File: config.mk
export PLATFORM = sky130hd
export DESIGN_NAME = mult_share_ctrl
export DESIGN_NICKNAME = d
export VERILOG_FILES = /design/src/rtl/mult_share_ctrl.sv
export SDC_FILE = /design/constraint.sdc
export NUM_CORES = 1
export LEC_CHECK = 0
export BUFFER_PORTS_ARGS = -buffer_cell sky130_fd_sc_hd__buf_2
export CAP_MARGIN = 20
export CORE_ASPECT_RATIO = 1.4
export CORE_MARGIN = 8
export CORE_UTILIZATION = 45
export CTS_CLUSTER_SIZE = 24
export DETAILED_ROUTE_END_ITERATION = 16
export PLACE_DENSITY = 0.83
export SLEW_MARGIN = 40
export SYNTH_ARGS = -nofsm -noshare
export SYNTH_HDL_FRONTEND = slang
export SYNTH_SLANG_ARGS = --single-unit
export TNS_END_PERCENT = 20
File: constraint.sdc
create_clock -name clk -period 1.5 [get_ports clk]
set_input_delay 0.075 -clock clk [delete_from_list [all_inputs] [get_ports clk]]
set_output_delay 0.075 -clock clk [all_outputs]
set_load 0.02 [all_outputs]
File: src/rtl/mult_share_ctrl.sv
// Round-robin arbiter that time-shares one external combinational W x W multiplier
// between two valid/ready requesters and returns id-tagged products on one response channel.
`timescale 1ns/1ps

module mult_share_ctrl #(
  parameter int W     = 4,
  parameter int CNT_W = 8
) (
  input  logic             clk,
  input  logic             rst_n,

  input  logic             req0_valid,
  output logic             req0_ready,
  input  logic [W-1:0]     req0_a,
  input  logic [W-1:0]     req0_b,

  input  logic             req1_valid,
  output logic             req1_ready,
  input  logic [W-1:0]     req1_a,
  input  logic [W-1:0]     req1_b,

  output logic [W-1:0]     mult_a,
  output logic [W-1:0]     mult_b,
  input  logic [2*W-1:0]   mult_p,

  output logic             rsp_valid,
  input  logic             rsp_ready,
  output logic [2*W-1:0]   rsp_p,
  output logic             rsp_id,

  output logic             busy,
  output logic [CNT_W-1:0] op_count
);

  // state | meaning
  // IDLE  | arbitrating; at most one requester sees ready
  // MULT  | operands registered, shared multiplier settling
  // HOLD  | product registered, waiting for rsp_ready
  typedef enum logic [1:0] {
    IDLE = 2'd0,
    MULT = 2'd1,
    HOLD = 2'd2
  } state_t;

  state_t           r_state;
  state_t           w_state_nxt;

  logic [W-1:0]     r_mult_a;
  logic [W-1:0]     r_mult_b;
  logic [2*W-1:0]   r_rsp_p;
  logic             r_rsp_valid;
  logic             r_rsp_id;
  logic             r_last_grant;
  logic [CNT_W-1:0] r_op_count;

  logic             w_grant0;
  logic             w_grant1;
  logic             w_rdy0;
  logic             w_rdy1;
  logic             w_accept;
  logic             w_rsp_hs;

  // On contention the requester that was not served last wins.
  assign w_grant0 = req0_valid & (~req1_valid | r_last_grant);
  assign w_grant1 = req1_valid & (~req0_valid | ~r_last_grant);

  always_ff @(posedge clk or negedge rst_n) begin
    if (!rst_n) begin
      r_state <= IDLE;
    end else begin
      r_state <= w_state_nxt;
    end
  end

  always_comb begin
    w_state_nxt = r_state;
    w_rdy0      = 1'b0;
    w_rdy1      = 1'b0;
    w_rsp_hs    = 1'b0;
    case (r_state)
      IDLE: begin
        w_rdy0 = w_grant0;
        w_rdy1 = w_grant1;
        if (w_grant0 || w_grant1) begin
          w_state_nxt = MULT;
        end
      end
      MULT: begin
        w_state_nxt = HOLD;
      end
      HOLD: begin
        w_rsp_hs = r_rsp_valid & rsp_ready;
        if (w_rsp_hs) begin
          w_state_nxt = IDLE;
        end
      end
      default: begin
        w_state_nxt = IDLE;
      end
    endcase
  end

  assign w_accept = (w_rdy0 & req0_valid) | (w_rdy1 & req1_valid);

  always_ff @(posedge clk or negedge rst_n) begin
    if (!rst_n) begin
      r_mult_a     <= '0;
      r_mult_b     <= '0;
      r_rsp_p      <= '0;
      r_rsp_valid  <= 1'b0;
      r_rsp_id     <= 1'b0;
      r_last_grant <= 1'b1;
      r_op_count   <= '0;
    end else begin
      if (w_accept) begin
        r_mult_a     <= w_rdy1 ? req1_a : req0_a;
        r_mult_b     <= w_rdy1 ? req1_b : req0_b;
        r_rsp_id     <= w_rdy1;
        r_last_grant <= w_rdy1;
      end
      if (r_state == MULT) begin
        r_rsp_p     <= mult_p;
        r_rsp_valid <= 1'b1;
      end
      if (w_rsp_hs) begin
        r_rsp_valid <= 1'b0;
        r_op_count  <= r_op_count + CNT_W'(1);
      end
    end
  end

  // Readies are gated by rst_n so nothing is offered while reset is held.
  assign req0_ready = w_rdy0 & rst_n;
  assign req1_ready = w_rdy1 & rst_n;

  assign mult_a    = r_mult_a;
  assign mult_b    = r_mult_b;
  assign rsp_valid = r_rsp_valid;
  assign rsp_p     = r_rsp_p;
  assign rsp_id    = r_rsp_id;
  assign busy      = (r_state != IDLE);
  assign op_count  = r_op_count;

endmodule

==> results.rst, run 1 <==
.. list-table::
   :header-rows: 1

   * - Metric
     - Value
   * - Leak Pwr
     - 0.906 nW
   * - Number of buffers inserted by port buffering
     - 57
   * - Worst EP arrival
     - 1.62 ns
   * - Sequential element share of the synthesized area
     - 56.7%
   * - Area of combinational cells with multiple inputs
     - 537 µm²
   * - Crit path max-delay cell type
     - sky130_fd_sc_hd__dfstp_2
   * - Area taken by flip-flops and latches
     - 728 µm²
   * - Fraction of layout instances using a drive strength above 1
     - 62.3%
   * - Nature of the critical path startpoint
     - register
   * - CTS Root Cell
     - sky130_fd_sc_hd__clkbuf_8
   * - Starting density of the core
     - 45.9%
   * - Number of global-route vias before repair
     - 1146
   * - Launching point of the worst reg2reg path
     - r_last_grant$_DFFE_PN1P_
   * - Clock sink count
     - 29
   * - Worst Path Buf+Inv
     - 0
   * - Mapped Area
     - 0.00128 mm²
   * - Violation count after the first detailed-routing iteration
     - 16
   * - Post-Synthesis Net Count
     - 123
   * - Max-slew headroom at the worst pin
     - 65.1%
   * - Total number of nets in the final design
     - 191
   * - Share of async-settable or async-resettable flops after synthesis
     - 100%
   * - Vias
     - 990
   * - Clock tree from TritonCTS
     - built
   * - Leading register cell type out of synthesis
     - sky130_fd_sc_hd__dfrtp_1
   * - Number of vias per cell after detailed routing
     - 4.97
   * - Cell types with the highest counts after synthesis
     - sky130_fd_sc_hd__dfrtp_1, sky130_fd_sc_hd__mux2_2, sky130_fd_sc_hd__xor2_1
   * - Endpoint with the worst hold slack
     - rsp_p[6]$_DFFE_PN0N_
   * - Post-CTS setup buffer count
     - 0
   * - Logic depth of the worst register-to-register path
     - 3
   * - Warnings from Yosys
     - 0
   * - Antenna violations before repair
     - 0
   * - Combinational fraction of design power
     - 45.4%
   * - Run status
     - completed
   * - Gp weighted congestion
     - 0.669
   * - Worst hold path startpoint
     - mult_p[6]
   * - Number of placement rows
     - 23
   * - Pin count of the biggest net entering global routing
     - 20
   * - Fin Clk Skew
     - 0.00429 ns
   * - Crit path time final
     - 1.46 ns
   * - Kind of cell with the highest combined delay on the critical path
     - multiplexers
   * - Post-Route WL
     - 3.05 mm
   * - Most area-hungry cell type in the Yosys netlist
     - sky130_fd_sc_hd__dfrtp_1
   * - Register clock-pin slew on the reported worst setup and hold paths
     - 0.06 ns
   * - Design internal power
     - 2.22 mW
   * - Area grow syn2layout
     - 35.9%
   * - Post-DP HPWL
     - 2.42 mm
   * - Number of max-cap violations
     - 0
   * - Wire length of the first global-routing pass
     - 4.94 mm
   * - Total power draw
     - 3.65 mW
   * - Portion of the clock cycle consumed by the worst path in the final layout
     - 97.4%
   * - Synth Instances
     - 93
   * - Hold Violations, Final
     - 0
   * - RSZ-0062 raised after global routing
     - true
   * - Power share of the clock group
     - 16.3%
   * - Sw power
     - 1.44 mW
   * - Count of flip-flops with a built-in enable after synthesis
     - 0
   * - Remaining Overflow, GRT
     - 0
   * - Die width
     - 61.1 µm
   * - Antenna Diode Count
     - 0
   * - Maximum root-to-sink buffer count
     - 2
   * - Critical path required time
     - 1.66 ns
   * - Drt drc
     - 0
   * - Peak supply drop
     - 1.20 mV
   * - Top post-synthesis cells by area
     - sky130_fd_sc_hd__dfrtp_1, sky130_fd_sc_hd__mux2_2, sky130_fd_sc_hd__xor2_1
   * - Count of cell types in the netlist
     - 25
   * - Detailed-routing iteration count for the pre-antenna-repair pass
     - 4
   * - Cell count of the worst hold path
     - 2
   * - Worst reg2reg path endpoint
     - mult_a[3]$_DFFE_PN0P_
   * - Most frequent CP cell
     - sky130_fd_sc_hd__mux2_2
   * - Source-to-sink clock delay at the later pin of the worst-skew pair
     - 0.27 ns
   * - Largest driver fanout on the critical path
     - 10
   * - Synth Register Bits
     - 29
   * - Fin. max-slew vios
     - 0
   * - Type of the tightest min-delay check
     - input pin to register
   * - Max Fclk
     - 684 MHz
   * - Post-DRT Antenna Nets
     - 0
   * - Synthesized area per cell
     - 13.8 µm²
   * - Area share of the leading cell type in the synthesized netlist
     - 54.6%
   * - Power density normalized to cell area
     - 2100 mW/mm²
   * - Final setup violating endpoints
     - 0
   * - Delay of the slowest cell on the worst path
     - 0.39 ns
   * - Die height
     - 79.2 µm
   * - CP startpoint
     - r_last_grant$_DFFE_PN1P_
   * - Total GRT Usage
     - 13.6%
   * - Sequence of cells on the critical path
     - a21boi_4, mux2_2, mux2_2
   * - Least-Margin Pin Slew
     - 0.523 ns
   * - Core Footprint
     - 0.00279 mm²
   * - Nature of the critical path endpoint
     - register
   * - Post-DR wirelength/cell
     - 15.3 µm
   * - Inserted Clock Buffers
     - 5
   * - Layout filler cell count
     - 235
   * - Switching share of power
     - 39.4%
   * - Proportion of power drawn by flip-flops and latches
     - 38.2%
   * - Fin util
     - 62.4%
   * - Flop2flop setup slack
     - 0.04 ns
   * - Area enclosed by the die boundary
     - 0.00484 mm²
   * - Startpoint-to-endpoint class of the critical path
     - register to register
   * - Most frequently used cell type in the post-synthesis netlist
     - sky130_fd_sc_hd__dfrtp_1
   * - Number of top-level design ports
     - 58
   * - Max H-tree Level
     - 2
==> area by class of cell <==
| cell class | instances | area share (%) |
|---|---|---|
| timing repair buffer | 62 | 19.0 |
| tap | 37 | 2.66 |
| inverter | 5 | 1.08 |
| clock inverter | 2 | 0.574 |
| sequential | 29 | 41.8 |
| clock buffer | 6 | 4.16 |
| multi-input combinational | 58 | 30.8 |
==> power by group through the flow <==
stage	registers, mW	logic (mW)	clock network (mW)
4_1_cts	1.38	1.68	0.623
2_1_floorplan	1.74	0.702	0
6_report	1.40	1.66	0.597
3_5_place_dp	1.39	1.67	0
3_3_place_gp	1.36	1.61	0
5_1_grt	1.44	1.79	0.652
==> stage by stage <==
stage	hold WS (ns)	setup TNS (ns)	setup slack (ns)	instance area (µm²)	std cells
finish	0.0284	0	0.0391	1740	199
global route	0.0278	-0.0267	-0.0108	1740	199
CTS	0.0170	0	0.0201	1730	199
detailed placement	0.0258	0	0.0413	1640	190
global placement	0.0108	0	0.0970	1640	190
floorplan	-0.221	0	0.154	1280	93
==> metal layers <==
metal	track usage [%]	part of all wire, %	vias up
met2	23.1	54	44
li1	-	-	458
met1	13.0	34	484
met4	5.39	0.92	0
met5	0	0	-
met3	7.43	12	4
==> kinds of logic (layout without fill, tap and decap cells) <==
group                    after synthesis  count (layout)  share of synthesized area [%]
AND/OR/NAND/NOR                       18              18                           8.49
AO/OA/AOI/OAI                          7               7                           5.27
XOR/XNOR                               7               7                           4.78
adder cells (fa/ha/maj)                1               1                          0.975
multiplexers                          25              25                           22.0
flip-flops                            29              29                           56.7
buffers and inverters                  6              75                           1.85
==> state kept, by name (all words and copies together), names as in the netlist <==
register and flops:
r_state 2, mult_b 4, rsp_p 8, rsp_id 1, mult_a 4, op_count 8, rsp_valid 1, r_last_grant 1
==> how the worst max path moves through the flow <==
| stage | cells past startpoint | to |
|---|---|---|
| after floorplan | 3 | mult_a[0]$_DFFE_PN0P_ |
| after global placement | 3 | mult_a[0]$_DFFE_PN0P_ |
| after detailed placement | 3 | mult_a[3]$_DFFE_PN0P_ |
| after CTS | 4 | req1_ready |
| after global routing | 3 | mult_a[0]$_DFFE_PN0P_ |
| final | 3 | mult_a[3]$_DFFE_PN0P_ |
==> placed cells by master, fill, tap and decap left out, types with 2 or more instances in the layout <==
cell	instances
sky130_fd_sc_hd__nand2_1	4
sky130_fd_sc_hd__clkbuf_8	5
sky130_fd_sc_hd__buf_2	55
sky130_fd_sc_hd__xor2_1	6
sky130_fd_sc_hd__nand3_1	3
sky130_fd_sc_hd__buf_4	5
sky130_fd_sc_hd__nor3_1	2
sky130_fd_sc_hd__nor2_1	3
sky130_fd_sc_hd__inv_1	5
sky130_fd_sc_hd__clkinv_2	2
sky130_fd_sc_hd__mux2_2	25
sky130_fd_sc_hd__dfrtp_1	27
==> repair_timing <==
| item | CTS | global route |
|---|---|---|
| resized for setup | 0 | 4 |
| hold buffers | 1 | 0 |
| endpoints found under the setup margin | 0 | 6 |
| endpoints found under the hold margin | 15 | 0 |
Power figures use the tool's default switching activity.
==> inputs of run 2 (changes only) <==
- PLACE_DENSITY: 0.83 -> 0.84
==> run 2 against run 1 <==
  * Setup slack better by 0.0067 ns
  * Global-route usage shrank 0.40 points
  * Clock skew is essentially flat
  * Non-clock buffer count unchanged
  * Critical path type unchanged
  * Critical endpoint is now mult_a[0]$_DFFE_PN0P_
  * Largest cell class unchanged
==> results.rst, run 2 (synthesized netlist as in run 1, its figures left out) <==
.. list-table::
   :header-rows: 1

   * - Metric
     - Value
   * - Area enclosed by the die boundary
     - 0.00484 mm²
   * - Detailed-routing iteration count for the pre-antenna-repair pass
     - 4
   * - Post-cts repair resize count
     - 0
   * - Fraction of layout instances using a drive strength above 1
     - 62.3%
   * - Total power draw
     - 3.73 mW
   * - Design internal power
     - 2.30 mW
   * - Fin Setup TNS
     - 0 ns
   * - Violation count after the first detailed-routing iteration
     - 28
   * - Type of the tightest min-delay check
     - input pin to register
   * - Total number of nets in the final design
     - 191
   * - Starting density of the core
     - 45.9%
   * - Delay of the slowest cell on the worst path
     - 0.39 ns
   * - Most frequent CP cell
     - sky130_fd_sc_hd__mux2_2
   * - Number of vias per cell after detailed routing
     - 4.87
   * - Number of max-cap violations
     - 0
   * - Post-DP HPWL
     - 2.30 mm
   * - Worst EP arrival
     - 1.61 ns
   * - Number of global-route vias before repair
     - 1071
   * - RSZ-0062 raised after global routing
     - false
   * - Pin count of the biggest net entering global routing
     - 19
   * - Kind of cell with the highest combined delay on the critical path
     - multiplexers
   * - Die height
     - 79.2 µm
   * - Max-slew headroom at the worst pin
     - 66.3%
   * - Core Footprint
     - 0.00279 mm²
   * - Antenna Diode Count
     - 0
   * - Antenna violations before repair
     - 0
   * - Run status
     - completed
   * - Combinational fraction of design power
     - 44.2%
   * - Critical path required time
     - 1.66 ns
   * - Source-to-sink clock delay at the later pin of the worst-skew pair
     - 0.27 ns
   * - Area taken by flip-flops and latches
     - 727 µm²
   * - Sw power
     - 1.43 mW
   * - Remaining Overflow, GRT
     - 0
   * - Post-DR wirelength/cell
     - 14.9 µm
   * - Peak supply drop
     - 1.22 mV
   * - Final setup violating endpoints
     - 0
   * - Inserted Clock Buffers
     - 5
   * - Gp weighted congestion
     - 0.696
   * - Sequence of cells on the critical path
     - a21boi_4, mux2_2, mux2_2
   * - Post-CTS setup buffer count
     - 0
   * - Portion of the clock cycle consumed by the worst path in the final layout
     - 97.0%
   * - Nature of the critical path startpoint
     - register
   * - Clock sink count
     - 29
   * - Switching share of power
     - 38.3%
   * - Crit path max-delay cell type
     - sky130_fd_sc_hd__dfstp_2
   * - Power share of the clock group
     - 18.7%
   * - Startpoint-to-endpoint class of the critical path
     - register to register
   * - Least-Margin Pin Slew
     - 0.506 ns
   * - Largest driver fanout on the critical path
     - 10
   * - Maximum root-to-sink buffer count
     - 2
   * - Drt drc
     - 0
   * - Max H-tree Level
     - 2
   * - Post-DRT Antenna Nets
     - 0
   * - Number of top-level design ports
     - 58
   * - Area of combinational cells with multiple inputs
     - 532 µm²
   * - Total GRT Usage
     - 13.2%
   * - Power density normalized to cell area
     - 2130 mW/mm²
   * - Worst Path Buf+Inv
     - 0
   * - Layout filler cell count
     - 242
   * - Hold Violations, Final
     - 0
   * - Max Fclk
     - 688 MHz
   * - Number of buffers inserted by port buffering
     - 57
   * - Wire length of the first global-routing pass
     - 4.81 mm
   * - Register clock-pin slew on the reported worst setup and hold paths
     - 0.06 ns
   * - Fin Clk Skew
     - 0.00397 ns
   * - Die width
     - 61.1 µm
   * - Number of placement rows
     - 23
   * - Crit path time final
     - 1.45 ns
   * - Leak Pwr
     - 0.915 nW
   * - Fin. max-slew vios
     - 0
   * - Top library cells by usage in the layout, fill and taps aside
     - sky130_fd_sc_hd__buf_2, sky130_fd_sc_hd__dfrtp_1, sky130_fd_sc_hd__mux2_2
   * - Clock tree from TritonCTS
     - built
   * - Vias
     - 970
   * - CTS Root Cell
     - sky130_fd_sc_hd__clkbuf_8
   * - Area grow syn2layout
     - 36.5%
   * - Post-Route WL
     - 2.96 mm
   * - Nature of the critical path endpoint
     - register
   * - Proportion of power drawn by flip-flops and latches
     - 37.0%
   * - Most common library cell in the layout ignoring fill and taps
     - sky130_fd_sc_hd__buf_2
[run 2: final timing paths]
path / to / depth (start not counted) / slack, ns / from
setup reg to reg: mult_a[0]$_DFFE_PN0P_ / 3 / 0.05 / r_last_grant$_DFFE_PN1P_
setup / recovery: mult_a[0]$_DFFE_PN0P_ / 3 / 0.05 / r_last_grant$_DFFE_PN1P_
max in group asynchronous: op_count[0]$_DFFE_PN0P_ / 3 / 0.73 / rst_n
hold reg to reg: op_count[7]$_DFFE_PN0P_ / 1 / 0.46 / op_count[7]$_DFFE_PN0P_
min in group asynchronous: mult_a[0]$_DFFE_PN0P_ / 2 / 0.23 / rst_n
hold / removal: rsp_p[3]$_DFFE_PN0N_ / 2 / 0.03 / mult_p[3]
[run 2: stage by stage]
stage               worst slack [ns]  utilization (%)  area [µm²]  hold slack (ns)  instances
finish                        0.0457             62.7        1750           0.0298        199
global route                0.000853             62.7        1750           0.0278        199
CTS                           0.0398             62.7        1750           0.0190        199
detailed placement            0.0529             58.7        1640          -0.0139        190
global placement              0.0947             58.7        1640          -0.0285        190
floorplan                      0.154                -        1280           -0.221         93
[run 2: area by class of cell]
cell class	instances	area share, %
Multi-Input combinational cell	58	30.4
Tap cell	37	2.64
Sequential cell	29	41.5
Inverter	5	1.07
Timing Repair Buffer	62	18.6
Clock inverter	1	0.286
Clock buffer	7	5.50
[run 2: layer usage]
metal,wire [µm],part of all wire (%),vias to the layer above,global-route usage [%]
met2,1490,50,42,21.0
met1,1130,38,459,14.1
met5,0,0,-,0
met4,47,1.6,0,4.92
met3,294,9.9,7,7.11
li1,-,-,462,-
[run 2: power groups by stage]
stage | clock network (mW) | registers (mW) | logic (mW)
6_report | 0.698 | 1.38 | 1.65
5_1_grt | 0.750 | 1.43 | 1.79
4_1_cts | 0.723 | 1.38 | 1.68
3_5_place_dp | 0 | 1.39 | 1.66
3_3_place_gp | 0 | 1.36 | 1.61
2_1_floorplan | 0 | 1.74 | 0.702
[run 2: what timing repair did]
item | in CTS | in global routing
hold endpoints to repair | 11 | 0
setup endpoints to repair | 0 | 0
hold buffers | 1 | 0
[run 2: worst reg2reg max path: stages (launching register included)]
cell	delay [ns]
sky130_fd_sc_hd__dfstp_2	0.39
sky130_fd_sc_hd__a21boi_4	0.30
sky130_fd_sc_hd__mux2_2	0.38
sky130_fd_sc_hd__mux2_2	0.27
==> inputs of run 3 (changes only) <==
- CORE_ASPECT_RATIO: 1.4 -> 0.8
- SKIP_CTS_REPAIR_TIMING: unset -> 1
==> run 3 against run 2 <==
  * Sequential share of layout area is 2.4 points lower
  * Cell area up 6.4%
  * Final cell count up 5.0%
  * Setup slack better by 0.025 ns
  * Die area fell by 0.28%
  * Hold slack worse by 0.016 ns
  * Clock skew increased by 0.010 ns
==> results.rst, run 3 (synthesized netlist as in run 1, its figures left out) <==
.. list-table::
   :header-rows: 1

   * - Metric
     - Value
   * - Sequence of cells on the critical path
     - a21boi_2, mux2_2, mux2_2
   * - Largest driver fanout on the critical path
     - 5
   * - Number of vias per cell after detailed routing
     - 4.79
   * - Number of max-cap violations
     - 0
   * - Max H-tree Level
     - 2
   * - Fraction of layout instances using a drive strength above 1
     - 60.2%
   * - Core Footprint
     - 0.00274 mm²
   * - Crit path max-delay cell type
     - sky130_fd_sc_hd__dfstp_2
   * - Detailed-routing iteration count for the pre-antenna-repair pass
     - 4
   * - Sw power
     - 1.44 mW
   * - Number of buffers inserted by port buffering
     - 57
   * - Antenna Diode Count
     - 0
   * - Die width
     - 75.7 µm
   * - Max-slew headroom at the worst pin
     - 68.4%
   * - Leak Pwr
     - 0.953 nW
   * - Number of global-route vias before repair
     - 1007
   * - Post-Route WL
     - 3.09 mm
   * - Power density normalized to cell area
     - 2080 mW/mm²
   * - Crit path time final
     - 1.43 ns
   * - Final setup violating endpoints
     - 0
   * - Area enclosed by the die boundary
     - 0.00482 mm²
   * - Fin. max-slew vios
     - 0
   * - Startpoint-to-endpoint class of the critical path
     - register to register
   * - Number of placement rows
     - 17
   * - Placed cell count
     - 189
   * - Nature of the critical path startpoint
     - register
   * - Vias
     - 1002
   * - Source-to-sink clock delay at the later pin of the worst-skew pair
     - 0.32 ns
   * - Fin Clk Skew
     - 0.0140 ns
   * - Portion of the clock cycle consumed by the worst path in the final layout
     - 95.3%
   * - Clock tree from TritonCTS
     - built
   * - Critical path required time
     - 1.70 ns
   * - Antenna violations before repair
     - 0
   * - Inserted Clock Buffers
     - 5
   * - Total number of nets in the final design
     - 200
   * - Gp weighted congestion
     - 0.758
   * - Drt drc
     - 0
   * - Final std cells w/o fill
     - 209
   * - Area grow syn2layout
     - 45.3%
   * - Post-DRT Antenna Nets
     - 0
   * - Switching share of power
     - 37.2%
   * - Most common library cell in the layout ignoring fill and taps
     - sky130_fd_sc_hd__buf_2
   * - Max Fclk
     - 700 MHz
   * - Violation count after the first detailed-routing iteration
     - 24
   * - Proportion of power drawn by flip-flops and latches
     - 35.7%
   * - Register clock-pin slew on the reported worst setup and hold paths
     - 0.09 ns
   * - Starting density of the core
     - 46.7%
   * - Total GRT Usage
     - 12.8%
   * - Nature of the critical path endpoint
     - register
   * - Least-Margin Pin Slew
     - 0.474 ns
   * - Most frequent CP cell
     - sky130_fd_sc_hd__mux2_2
   * - Pin count of the biggest net entering global routing
     - 20
   * - Worst EP arrival
     - 1.63 ns
   * - Worst hold slack
     - 0.0140 ns
   * - Wire length of the first global-routing pass
     - 4.66 mm
   * - Post-DP HPWL
     - 2.28 mm
   * - Post-DR wirelength/cell
     - 14.8 µm
   * - RSZ-0062 raised after global routing
     - false
   * - Type of the tightest min-delay check
     - input pin to register
   * - Die height
     - 63.8 µm
   * - CTS Root Cell
     - sky130_fd_sc_hd__clkbuf_4
   * - Remaining Overflow, GRT
     - 0
   * - Maximum root-to-sink buffer count
     - 2
   * - Number of top-level design ports
     - 58
   * - Peak supply drop
     - 1.20 mV
   * - Hold Violations, Final
     - 0
   * - Clock sink count
     - 29
   * - Design internal power
     - 2.44 mW
   * - Top library cells by usage in the layout, fill and taps aside
     - sky130_fd_sc_hd__buf_2, sky130_fd_sc_hd__dfrtp_1, sky130_fd_sc_hd__mux2_2
   * - Run status
     - completed
   * - Combinational fraction of design power
     - 44.0%
   * - Layout filler cell count
     - 202
   * - Power share of the clock group
     - 20.4%
   * - Delay of the slowest cell on the worst path
     - 0.41 ns
run 3: cell types whose count changed in the layout (fill, tap and decap cells not counted), sizes merged:
cell / before / now
a21boi: 2 / 3
bufinv: 0 / 2
clkbuf: 7 / 5
dlygate4sd3: 1 / 9
run 3: power groups by stage:
stage               registers [mW]  logic, mW  clock network (mW)
finish                        1.38       1.71               0.790
global route                  1.44       1.85               0.861
CTS                           1.37       1.63               0.810
detailed placement            1.39       1.63                   0
global placement              1.36       1.59                   0
floorplan                     1.74      0.702                   0
run 3: worst paths after layout:
path / start / endpoint / slack, ns / cells past startpoint
worst max-delay path: r_last_grant$_DFFE_PN1P_ / mult_b[0]$_DFFE_PN0P_ / 0.07 / 3
worst min register to register: op_count[7]$_DFFE_PN0P_ / op_count[7]$_DFFE_PN0P_ / 0.48 / 1
worst max register to register: r_last_grant$_DFFE_PN1P_ / mult_b[0]$_DFFE_PN0P_ / 0.07 / 3
worst min-delay path: req0_valid / r_last_grant$_DFFE_PN1P_ / 0.01 / 2
min in group asynchronous: rst_n / rsp_p[1]$_DFFE_PN0N_ / 0.15 / 2
max in group asynchronous: rst_n / mult_b[1]$_DFFE_PN0P_ / 0.80 / 3
run 3: layout make-up:
| cell class | count | area, µm² | area share (%) |
|---|---|---|---|
| sequential | 29 | 728 | 39.1 |
| multi-input combinational | 59 | 552 | 29.6 |
| timing repair buffer | 70 | 414 | 22.2 |
| clock inverter | 3 | 65.1 | 3.49 |
| tap | 38 | 47.5 | 2.55 |
| clock buffer | 5 | 37.5 | 2.01 |
| inverter | 5 | 18.8 | 1.01 |
run 3: stage by stage:
| stage | util (%) | setup TNS (ns) | area, µm² | total power [mW] | setup slack (ns) |
|---|---|---|---|---|---|
| 2_1_floorplan | - | 0 | 1280 | 2.45 | 0.154 |
| 3_3_place_gp | 59.2 | 0 | 1630 | 2.95 | 0.0898 |
| 3_5_place_dp | 59.2 | 0 | 1630 | 3.02 | 0.0451 |
| 4_1_cts | 63.0 | -0.0368 | 1730 | 3.82 | -0.0207 |
| 5_1_grt | 67.9 | 0 | 1860 | 4.14 | 0.000957 |
| 6_report | 67.9 | 0 | 1860 | 3.88 | 0.0711 |
run 3: routing by layer:
metal | global-route usage [%] | part of all wire [%]
met1 | 13.9 | 40
met2 | 20.6 | 52
met3 | 4.67 | 6.2
met4 | 7.89 | 1.3
met5 | 0 | 0
run 3: critical path: cells and delay by family (launching register included):
family          cells  cell delay (ns)
compound gates      1             0.28
flops               1             0.41
mux                 2             0.62
